### src/rtl/demux2_buf_pkg.sv
// Shared constants for the buffered 1-to-2 demultiplexer.
// Select encoding and default word width.
package demux2_buf_pkg;
    localparam int   BITWIDTH = 32;
    localparam logic SEL_A    = 1'b0;
    localparam logic SEL_B    = 1'b1;
endpackage

### src/rtl/demux2_buf_if.sv
// Producer-side and two consumer-side valid/ready channels of demux2_buf.
// The master modport is the environment; the slave modport is the block.
interface demux2_buf_if
    import demux2_buf_pkg::*;
#(
    parameter int bitwidth = BITWIDTH
);
    logic                in_valid;
    logic                in_ready;
    logic                in_sel;
    logic [bitwidth-1:0] in_data;
    logic                a_valid;
    logic                a_ready;
    logic [bitwidth-1:0] a_data;
    logic                b_valid;
    logic                b_ready;
    logic [bitwidth-1:0] b_data;
    logic [1:0]          a_count;
    logic [1:0]          b_count;

    modport master (
        output in_valid, in_sel, in_data, a_ready, b_ready,
        input  in_ready, a_valid, a_data, b_valid, b_data, a_count, b_count
    );

    modport slave (
        input  in_valid, in_sel, in_data, a_ready, b_ready,
        output in_ready, a_valid, a_data, b_valid, b_data, a_count, b_count
    );
endinterface

### src/rtl/demux2_buf_fifo2.sv
// Two-entry FIFO, registered output, no bypass: a push becomes visible next cycle.
// Accepts a push while full when a pop happens in the same cycle.
module fifo2
#(
    parameter int bitwidth = 32
) (
    input  logic                clk,
    input  logic                rst,
    input  logic                push,
    input  logic                pop,
    input  logic [bitwidth-1:0] wdata,
    output logic [bitwidth-1:0] rdata,
    output logic                full,
    output logic                empty,
    output logic [1:0]          count
);
    logic                rd_ptr_q, rd_ptr_d;
    logic                wr_ptr_q, wr_ptr_d;
    logic [1:0]          count_q, count_d;
    logic [bitwidth-1:0] mem_q [2];
    logic [bitwidth-1:0] mem_d [2];
    logic                do_push, do_pop;

    assign full    = (count_q == 2'd2);
    assign empty   = (count_q == 2'd0);
    assign do_pop  = pop && !empty;
    assign do_push = push && (!full || do_pop);

    always_comb begin
        rd_ptr_d = rd_ptr_q;
        wr_ptr_d = wr_ptr_q;
        count_d  = count_q;
        mem_d    = mem_q;
        if (do_push) begin
            mem_d[wr_ptr_q] = wdata;
            wr_ptr_d        = ~wr_ptr_q;
        end
        if (do_pop) begin
            rd_ptr_d = ~rd_ptr_q;
        end
        case ({do_push, do_pop})
            2'b10:   count_d = count_q + 2'd1;
            2'b01:   count_d = count_q - 2'd1;
            default: count_d = count_q;
        endcase
    end

    always_ff @(posedge clk or posedge rst) begin
        if (rst) begin
            rd_ptr_q <= 1'b0;
            wr_ptr_q <= 1'b0;
            count_q  <= 2'd0;
        end else begin
            rd_ptr_q <= rd_ptr_d;
            wr_ptr_q <= wr_ptr_d;
            count_q  <= count_d;
        end
    end

    // Payload storage is deliberately left out of reset.
    always_ff @(posedge clk) begin
        mem_q <= mem_d;
    end

    assign rdata = mem_q[rd_ptr_q];
    assign count = count_q;
endmodule

### src/rtl/demux2_buf.sv
// Routes each accepted word to branch A or B (select==1 -> B), one 2-deep FIFO per branch; 1 cycle latency.
// in_ready reflects only the selected branch, so a stalled branch never blocks the other.
module demux2_buf
    import demux2_buf_pkg::*;
#(
    parameter int bitwidth = BITWIDTH
) (
    input  logic         clk,
    input  logic         rst,
    demux2_buf_if.slave  bus
);
    logic sel_b;
    logic full_a, empty_a, full_b, empty_b;
    logic pop_a, pop_b, push_a, push_b;
    logic in_ready;

    // An unknown select falls through to A and can never reach B.
    always_comb begin
        sel_b = 1'b0;
        if (bus.in_sel == SEL_B) begin
            sel_b = 1'b1;
        end
    end

    assign pop_a    = bus.a_ready && !empty_a;
    assign pop_b    = bus.b_ready && !empty_b;
    assign in_ready = sel_b ? (!full_b || pop_b) : (!full_a || pop_a);
    assign push_a   = bus.in_valid && in_ready && !sel_b;
    assign push_b   = bus.in_valid && in_ready &&  sel_b;

    assign bus.in_ready = in_ready;
    assign bus.a_valid  = !empty_a;
    assign bus.b_valid  = !empty_b;

    fifo2 #(.bitwidth(bitwidth)) u_fifo_a (
        .clk   (clk),
        .rst   (rst),
        .push  (push_a),
        .pop   (pop_a),
        .wdata (bus.in_data),
        .rdata (bus.a_data),
        .full  (full_a),
        .empty (empty_a),
        .count (bus.a_count)
    );

    fifo2 #(.bitwidth(bitwidth)) u_fifo_b (
        .clk   (clk),
        .rst   (rst),
        .push  (push_b),
        .pop   (pop_b),
        .wdata (bus.in_data),
        .rdata (bus.b_data),
        .full  (full_b),
        .empty (empty_b),
        .count (bus.b_count)
    );
endmodule

### src/flat_wrapper.sv
// flat-port wrapper written by rule: the top's interface ports become plain ports
module demux2_buf_flat import demux2_buf_pkg::*;
#(
    parameter int bitwidth = BITWIDTH
)
  (clk, rst, bus_in_valid, bus_in_sel, bus_in_data, bus_a_ready, bus_b_ready, bus_in_ready, bus_a_valid, bus_a_data, bus_b_valid, bus_b_data, bus_a_count, bus_b_count);
  demux2_buf_if #(.bitwidth(bitwidth)) bus_i ();
  input  logic clk;
  input  logic rst;
  input wire logic [$bits(bus_i.in_valid)-1:0] bus_in_valid;
  input wire logic [$bits(bus_i.in_sel)-1:0] bus_in_sel;
  input wire logic [$bits(bus_i.in_data)-1:0] bus_in_data;
  input wire logic [$bits(bus_i.a_ready)-1:0] bus_a_ready;
  input wire logic [$bits(bus_i.b_ready)-1:0] bus_b_ready;
  output wire logic [$bits(bus_i.in_ready)-1:0] bus_in_ready;
  output wire logic [$bits(bus_i.a_valid)-1:0] bus_a_valid;
  output wire logic [$bits(bus_i.a_data)-1:0] bus_a_data;
  output wire logic [$bits(bus_i.b_valid)-1:0] bus_b_valid;
  output wire logic [$bits(bus_i.b_data)-1:0] bus_b_data;
  output wire logic [$bits(bus_i.a_count)-1:0] bus_a_count;
  output wire logic [$bits(bus_i.b_count)-1:0] bus_b_count;
  assign bus_i.in_valid = bus_in_valid;
  assign bus_i.in_sel = bus_in_sel;
  assign bus_i.in_data = bus_in_data;
  assign bus_i.a_ready = bus_a_ready;
  assign bus_i.b_ready = bus_b_ready;
  assign bus_in_ready = bus_i.in_ready;
  assign bus_a_valid = bus_i.a_valid;
  assign bus_a_data = bus_i.a_data;
  assign bus_b_valid = bus_i.b_valid;
  assign bus_b_data = bus_i.b_data;
  assign bus_a_count = bus_i.a_count;
  assign bus_b_count = bus_i.b_count;
  demux2_buf #(.bitwidth(bitwidth)) u_core (.clk(clk), .rst(rst), .bus(bus_i));
endmodule
### config.mk
export PLATFORM = sky130hd
export DESIGN_NAME = demux2_buf_flat
export DESIGN_NICKNAME = d
export VERILOG_FILES = /design/src/rtl/demux2_buf_pkg.sv /design/src/rtl/demux2_buf_if.sv /design/src/rtl/demux2_buf_fifo2.sv /design/src/rtl/demux2_buf.sv /design/src/flat_wrapper.sv
export SDC_FILE = /design/constraint.sdc
export NUM_CORES = 1
export LEC_CHECK = 0
export ABC_CLOCK_PERIOD_IN_PS = 4500
export CAP_MARGIN = 15
export CELL_PAD_IN_SITES_DETAIL_PLACEMENT = 0
export CELL_PAD_IN_SITES_GLOBAL_PLACEMENT = 1
export CORE_UTILIZATION = 46
export CTS_BUF_LIST = sky130_fd_sc_hd__clkbuf_16
export DETAILED_ROUTE_END_ITERATION = 6
export GPL_ROUTABILITY_DRIVEN = 0
export PLACE_DENSITY = 0.95
export SLEW_MARGIN = 25
export SYNTH_ARGS = -nofsm -noshare
export SYNTH_HDL_FRONTEND = slang
export SYNTH_SLANG_ARGS = --single-unit
### constraint.sdc
create_clock -name clk -period 4.5 [get_ports clk]
set_clock_uncertainty 0.15 [all_clocks]
set_input_delay 0.9 -clock clk [delete_from_list [all_inputs] [get_ports clk]]
set_output_delay 0.9 -clock clk [all_outputs]
set_load 0.01 [all_outputs]
* Word-level counts from Yosys, hierarchy flattened *
Index checks and enable logic that the tools add are counted.

word-level totals
  flip-flop bits (word level) = 136
  output and inout port bits = 71
  word-level logic and storage cells = 74
  input port bits = 38

cells by class
  equal/unequal tests = 6
  magnitude comparators = 6
  add/subtract/negate cells = 4
  bitwise gates (word level) = 8
  multiplexer cells = 16
  reduce and logical (&&, ||, !) cells = 24

operators with widths
  operator                                                   count
  two-way mux 32 bit                                         8
  bitwise mux 64 bit                                         2
  demux 32 bit (select 1 bit)                                2
  logical AND 1 bit                                          11
  == test 2 bit (second input constant)                      4
  greater-or-equal comparator 2 bit (second input constant)  4
  NOT 1 -> 2 bit                                             4
  one-hot mux 2 bit (2 select lines)                         2
  logical NOT 1 bit                                          5
  adder 2 x 1 -> 2 bit (second input constant)               2
  == test 2 x 1 -> 1 bit (second input constant)             2
  logical NOT 2 bit                                          2
  logical OR 1 bit                                           4
  < comparator 2 x 1 -> 1 bit (second input constant)        2
  NOT 1 bit                                                  4
  nonzero test 2 bit                                         2
  subtractor 2 x 1 -> 2 bit (second input constant)          2
  two-way mux 1 bit                                          2

* Longest topological paths before layout *
  depth after elaboration = 10
  gate-level depth with buffers = 6
  mapped depth without buffers = 6

* Cells and area by module *
From an unflattened synthesis, not the netlist that was laid out.

unflattened totals
  cells, all modules = 252
  area, all modules = 5,430.2 um^2

modules (own cells, without submodules)
  module      area an instance (um^2)  sequential area each (um^2)  times used  cells an instance
  fifo2       2,683.8                  2,021.9                      2           120
  demux2_buf  62.6                     0.0                          1           12

* Worst setup path after synthesis *
Ideal clock, no wire load.

  kind = input-to-reg
  from = input port bus_b_ready
  to = register u_core.u_fifo_b.mem_q[0] in the netlist's numbering, enable pin
  setup time = 0.421 ns
  data arrival time = 2.526 ns
  slack = 1.403 ns
  required time = 3.929 ns
  stages on the path = 3
  buffers on the path = 0
  cells stage by stage = nor2_1 a21o_1 nor2_1

between the ends
  cells in the longest elaborated chain, start to end = 6
  elaborated cells between the ends (all ways) = 8
  those cells by class = mux (1); reduce/logical (7)

ends and longest elaborated chain
  what                            line                    text
  start: declaration              flat_wrapper.sv:14      input wire logic [$bits(bus_i.b_ready)-1:0] bus_b_ready;
  logical AND 1 bit (*)           demux2_buf.sv:26        assign pop_b = bus.b_ready && !empty_b;
  logical OR 1 bit                demux2_buf.sv:27        assign in_ready = sel_b ? (!full_b || pop_b) : (!full_a || pop_a);
  two-way mux 1 bit               demux2_buf.sv:27
  logical AND 1 bit (2 in a row)  demux2_buf.sv:29        assign push_b = bus.in_valid && in_ready && sel_b;
  logical AND 1 bit (*)           demux2_buf_fifo2.sv:27  assign do_push = push && (!full || do_pop);
  end signal: assignment          demux2_buf_fifo2.sv:62  mem_q <= mem_d;
  end: declaration                demux2_buf_fifo2.sv:20  logic [bitwidth-1:0] mem_q [2];

Mark *: on every way between the ends. The rest lies on a longest branch, timed or not.
A chain may end at the register's enable or synchronous reset.

* Worst setup path in the final report *
  from = register u_core.u_fifo_a.rd_ptr_q
  to = output port bus_a_data[29]

between the ends
  cells in the longest elaborated chain, start to end = 4

ends and longest elaborated chain
  what                                                   line                    text
  start: declaration                                     demux2_buf_fifo2.sv:17  logic rd_ptr_q, rd_ptr_d;
  start signal: assignment                               demux2_buf_fifo2.sv:54  rd_ptr_q <= rd_ptr_d;
  NOT 1 -> 2 bit (not written as such)                   demux2_buf_fifo2.sv:65  assign rdata = mem_q[rd_ptr_q];
  two-way mux 32 bit (not written as such) (3 in a row)  demux2_buf_fifo2.sv:65
  end: declaration                                       flat_wrapper.sv:17      output wire logic [$bits(bus_i.a_data)-1:0] bus_a_data;

Every way passes these cells. The select of a mux whose other input is x is not followed.

==> flow_metrics.env <==
export IMPL_path_clk_slew_ns=0.05
export IMPL_synth_cell_types=17
export IMPL_via_count=2553
export IMPL_reg2reg_to="u_core.u_fifo_b.mem_q[5]"
export IMPL_die_height_um=107
export IMPL_cts_tree="done"
export IMPL_tightest_slew_ns=0.986
export IMPL_wire_per_inst_um=17.7
export IMPL_rr_worst_depth=3
export IMPL_tns_ns=0
export IMPL_die_area_um2=11400
export IMPL_num_io_pins=109
export IMPL_min_path_cells=1
export IMPL_ys_warn_count=0
export IMPL_synth_edff_count=128
export IMPL_dpl_hpwl_mm=5.51
export IMPL_clk_latency_ns=0.41
export IMPL_final_antenna_net_count=0
export IMPL_numPlacedInstances=478
export IMPL_syn_cell_area_um2=5030
export IMPL_post_cts_resized=0
export IMPL_die_w_um=107
export IMPL_synthesis_nets=280
export IMPL_ys_ff_latch=136
export IMPL_gr_total_overflow=0
export IMPL_critPathKind="reg2out"
export IMPL_antennaDiodeCount=0
export IMPL_post_cts_setup_buffers=0
export IMPL_rsz0062_at_grt="false"
export IMPL_cp_required_ns=3.45
export IMPL_clock_sinks=136
export IMPL_drt_first_pass_iters=4
export IMPL_stdcell_count=512
export IMPL_antenna_found_initial=0
export IMPL_nNetsFinal=403
export IMPL_min_path_type="reg2reg"
export IMPL_hold_buffers=0
export IMPL_min_period_over_period_pct=79.9
export IMPL_root_buffer="clkbuf_16"
export IMPL_max_cap_violations=0
export IMPL_ir_worst_vdd_v=0.000383
export IMPL_synth_cells=240
export IMPL_cts_max_level=4
export IMPL_power_leakage_nw=2.41
export IMPL_ys_flop_type="edfxtp_1"
export IMPL_drc_errors=0
export IMPL_routed_wl_mm=9.09
export IMPL_synthToLayoutAreaGrowth_pct=39.3
export IMPL_hp_start="u_core.u_fifo_a.count[1]"
export IMPL_place_area_um2=6300
export IMPL_final_cell_area_um2=7020
export IMPL_viasPerCell=4.99
export IMPL_cts_buffer_depth=2
export IMPL_hold_path_end="u_core.u_fifo_a.count[1]"
export IMPL_hold_violations=0
export IMPL_whs_ns=0.374
export IMPL_setup_viol=0
export IMPL_regToRegSetupSlack_ns=2.36
export IMPL_crit_path_end_kind="output pin"
export IMPL_grt_use_total_pct=16.9
export IMPL_relSlewSlack_pct=34.1
export IMPL_min_period_ns=3.60
export IMPL_clock_fmax_ghz=0.278
export IMPL_grt_max_degree=33
export IMPL_fp_row_count=37
export IMPL_layout_drive_gt1_share_pct=28.2
export IMPL_run_status="completed"
export IMPL_finalPower_mw=4.48
export IMPL_cts_buffers_inserted=17
export IMPL_port_buffers=108
export IMPL_core_area_um2=10500
export IMPL_drt_iter0_drc=73
export IMPL_grt_pass1_vias=2691
export IMPL_start_util_pct=48.1
export IMPL_arrival_ns=2.55
export IMPL_seq_area_frac_synth_pct=80.3
export IMPL_power_density_nw_per_um2=639
export IMPL_report_final_slew_viol_count=0
export IMPL_postSynth_asyncResetShare_pct=5.88
export IMPL_worstPathMaxFanout=18
export IMPL_startpoint_type="flip-flop"
export IMPL_grt_pass1_wl_mm=13.7
export IMPL_timing_rr_start="u_core.u_fifo_b.count[0]"
export IMPL_syn_avg_cell_area_um2=21.0
[power breakdown]
part | internal, mW | switching (mW) | total [mW]
Sequential | 1.58 | 0.138 | 1.72
Clock | 1.03 | 0.489 | 1.52
Combinational | 0.750 | 0.496 | 1.25
Total | 3.36 | 1.12 | 4.48
[layout make-up]
class	count	area (µm²)
clock inverters	15	231
multi-input cells	93	970
clock buffers	17	425
repair buffers	112	1160
well taps	136	170
inverters	3	11.3
fillers	703	3450
flip-flops and latches	136	4040
[worst max-delay path, cell delays in order (launching register included)]
cell	delay, ns
dfrtp_1	0.87
buf_4	0.40
mux2_2	0.37
clkdlybuf4s50_1	0.50
[worst max-delay path by stage]
stage                              from                       end  slack [ns]  cells past startpoint
5_1_grt        u_core.u_fifo_a.rd_ptr_q            bus_a_data[23]        0.79                      3
4_1_cts        u_core.u_fifo_a.rd_ptr_q            bus_a_data[29]        0.86                      3
3_5_place_dp                bus_a_ready              bus_in_ready        1.11                      5
3_3_place_gp                bus_a_ready              bus_in_ready        1.10                      5
6_report       u_core.u_fifo_a.rd_ptr_q            bus_a_data[29]        0.90                      3
2_1_floorplan               bus_b_ready  u_core.u_fifo_b.mem_q[0]        1.40                      3
[Yosys cell counts (2+ instances only)]
library cell  instances  share of area (%)
or2_2                 2               0.25
dfrtp_1               8                4.0
xnor2_1               6                1.0
buf_2                 8               0.80
xor2_1                4               0.70
ha_1                  2               0.50
nor2_1                8               0.60
inv_1                 3               0.22
mux2_2               64                 14
edfxtp_1            128                 76
[flip-flops by register name (all words and copies together), names as in the netlist]
| signal | flops |
|---|---|
| u_core.u_fifo_a.mem_q | 64 |
| u_core.u_fifo_b.mem_q | 64 |
| u_core.u_fifo_a.count | 2 |
| u_core.u_fifo_b.count | 2 |
| u_core.u_fifo_a.rd_ptr_q | 1 |
| u_core.u_fifo_a.wr_ptr_q | 1 |
| u_core.u_fifo_b.rd_ptr_q | 1 |
| u_core.u_fifo_b.wr_ptr_q | 1 |
[metal layers]
layer	global-route usage, %	wire (µm)	vias up
li1	-	-	1179
met1	19.3	3730	1273
met2	29.4	4750	89
met3	5.59	464	12
met4	6.56	146	0
met5	0	0	-
[stage by stage]
step	setup slack (ns)	util, %
after global routing	0.794	67.1
after detailed placement	1.11	60.2
final	0.904	67.1
after global placement	1.10	60.2
after floorplan	1.40	-
after CTS	0.858	66.5
[layout by cell type (no fill, tap or decap), types with 2 or more instances in the layout]
cell and instances:
mux2_2 64, bufinv_16 6, edfxtp_1 128, clkinv_4 2, xnor2_1 6, nor2_4 4
clkinv_2 3, clkdlybuf4s50_1 108, xor2_1 4, buf_16 2, inv_1 3, ha_1 2
or2_2 2, dfrtp_1 8, clkinv_1 3, clkbuf_16 17, nor2_1 4
[cell families (layout without fill, tap and decap cells)]
kind of cell / count (synthesis) / in the layout / synth area share [%]
buffers and inverters: 11 / 147 / 1.02
XOR/XNOR: 10 / 10 / 1.74
AO/OA/AOI/OAI: 2 / 2 / 0.273
adder cells (fa/ha/maj): 2 / 2 / 0.497
multiplexers: 64 / 64 / 14.3
flip-flops: 136 / 136 / 80.3
AND/OR/NAND/NOR: 15 / 15 / 1.84
Note: power is estimated with default switching activity, not from simulation.
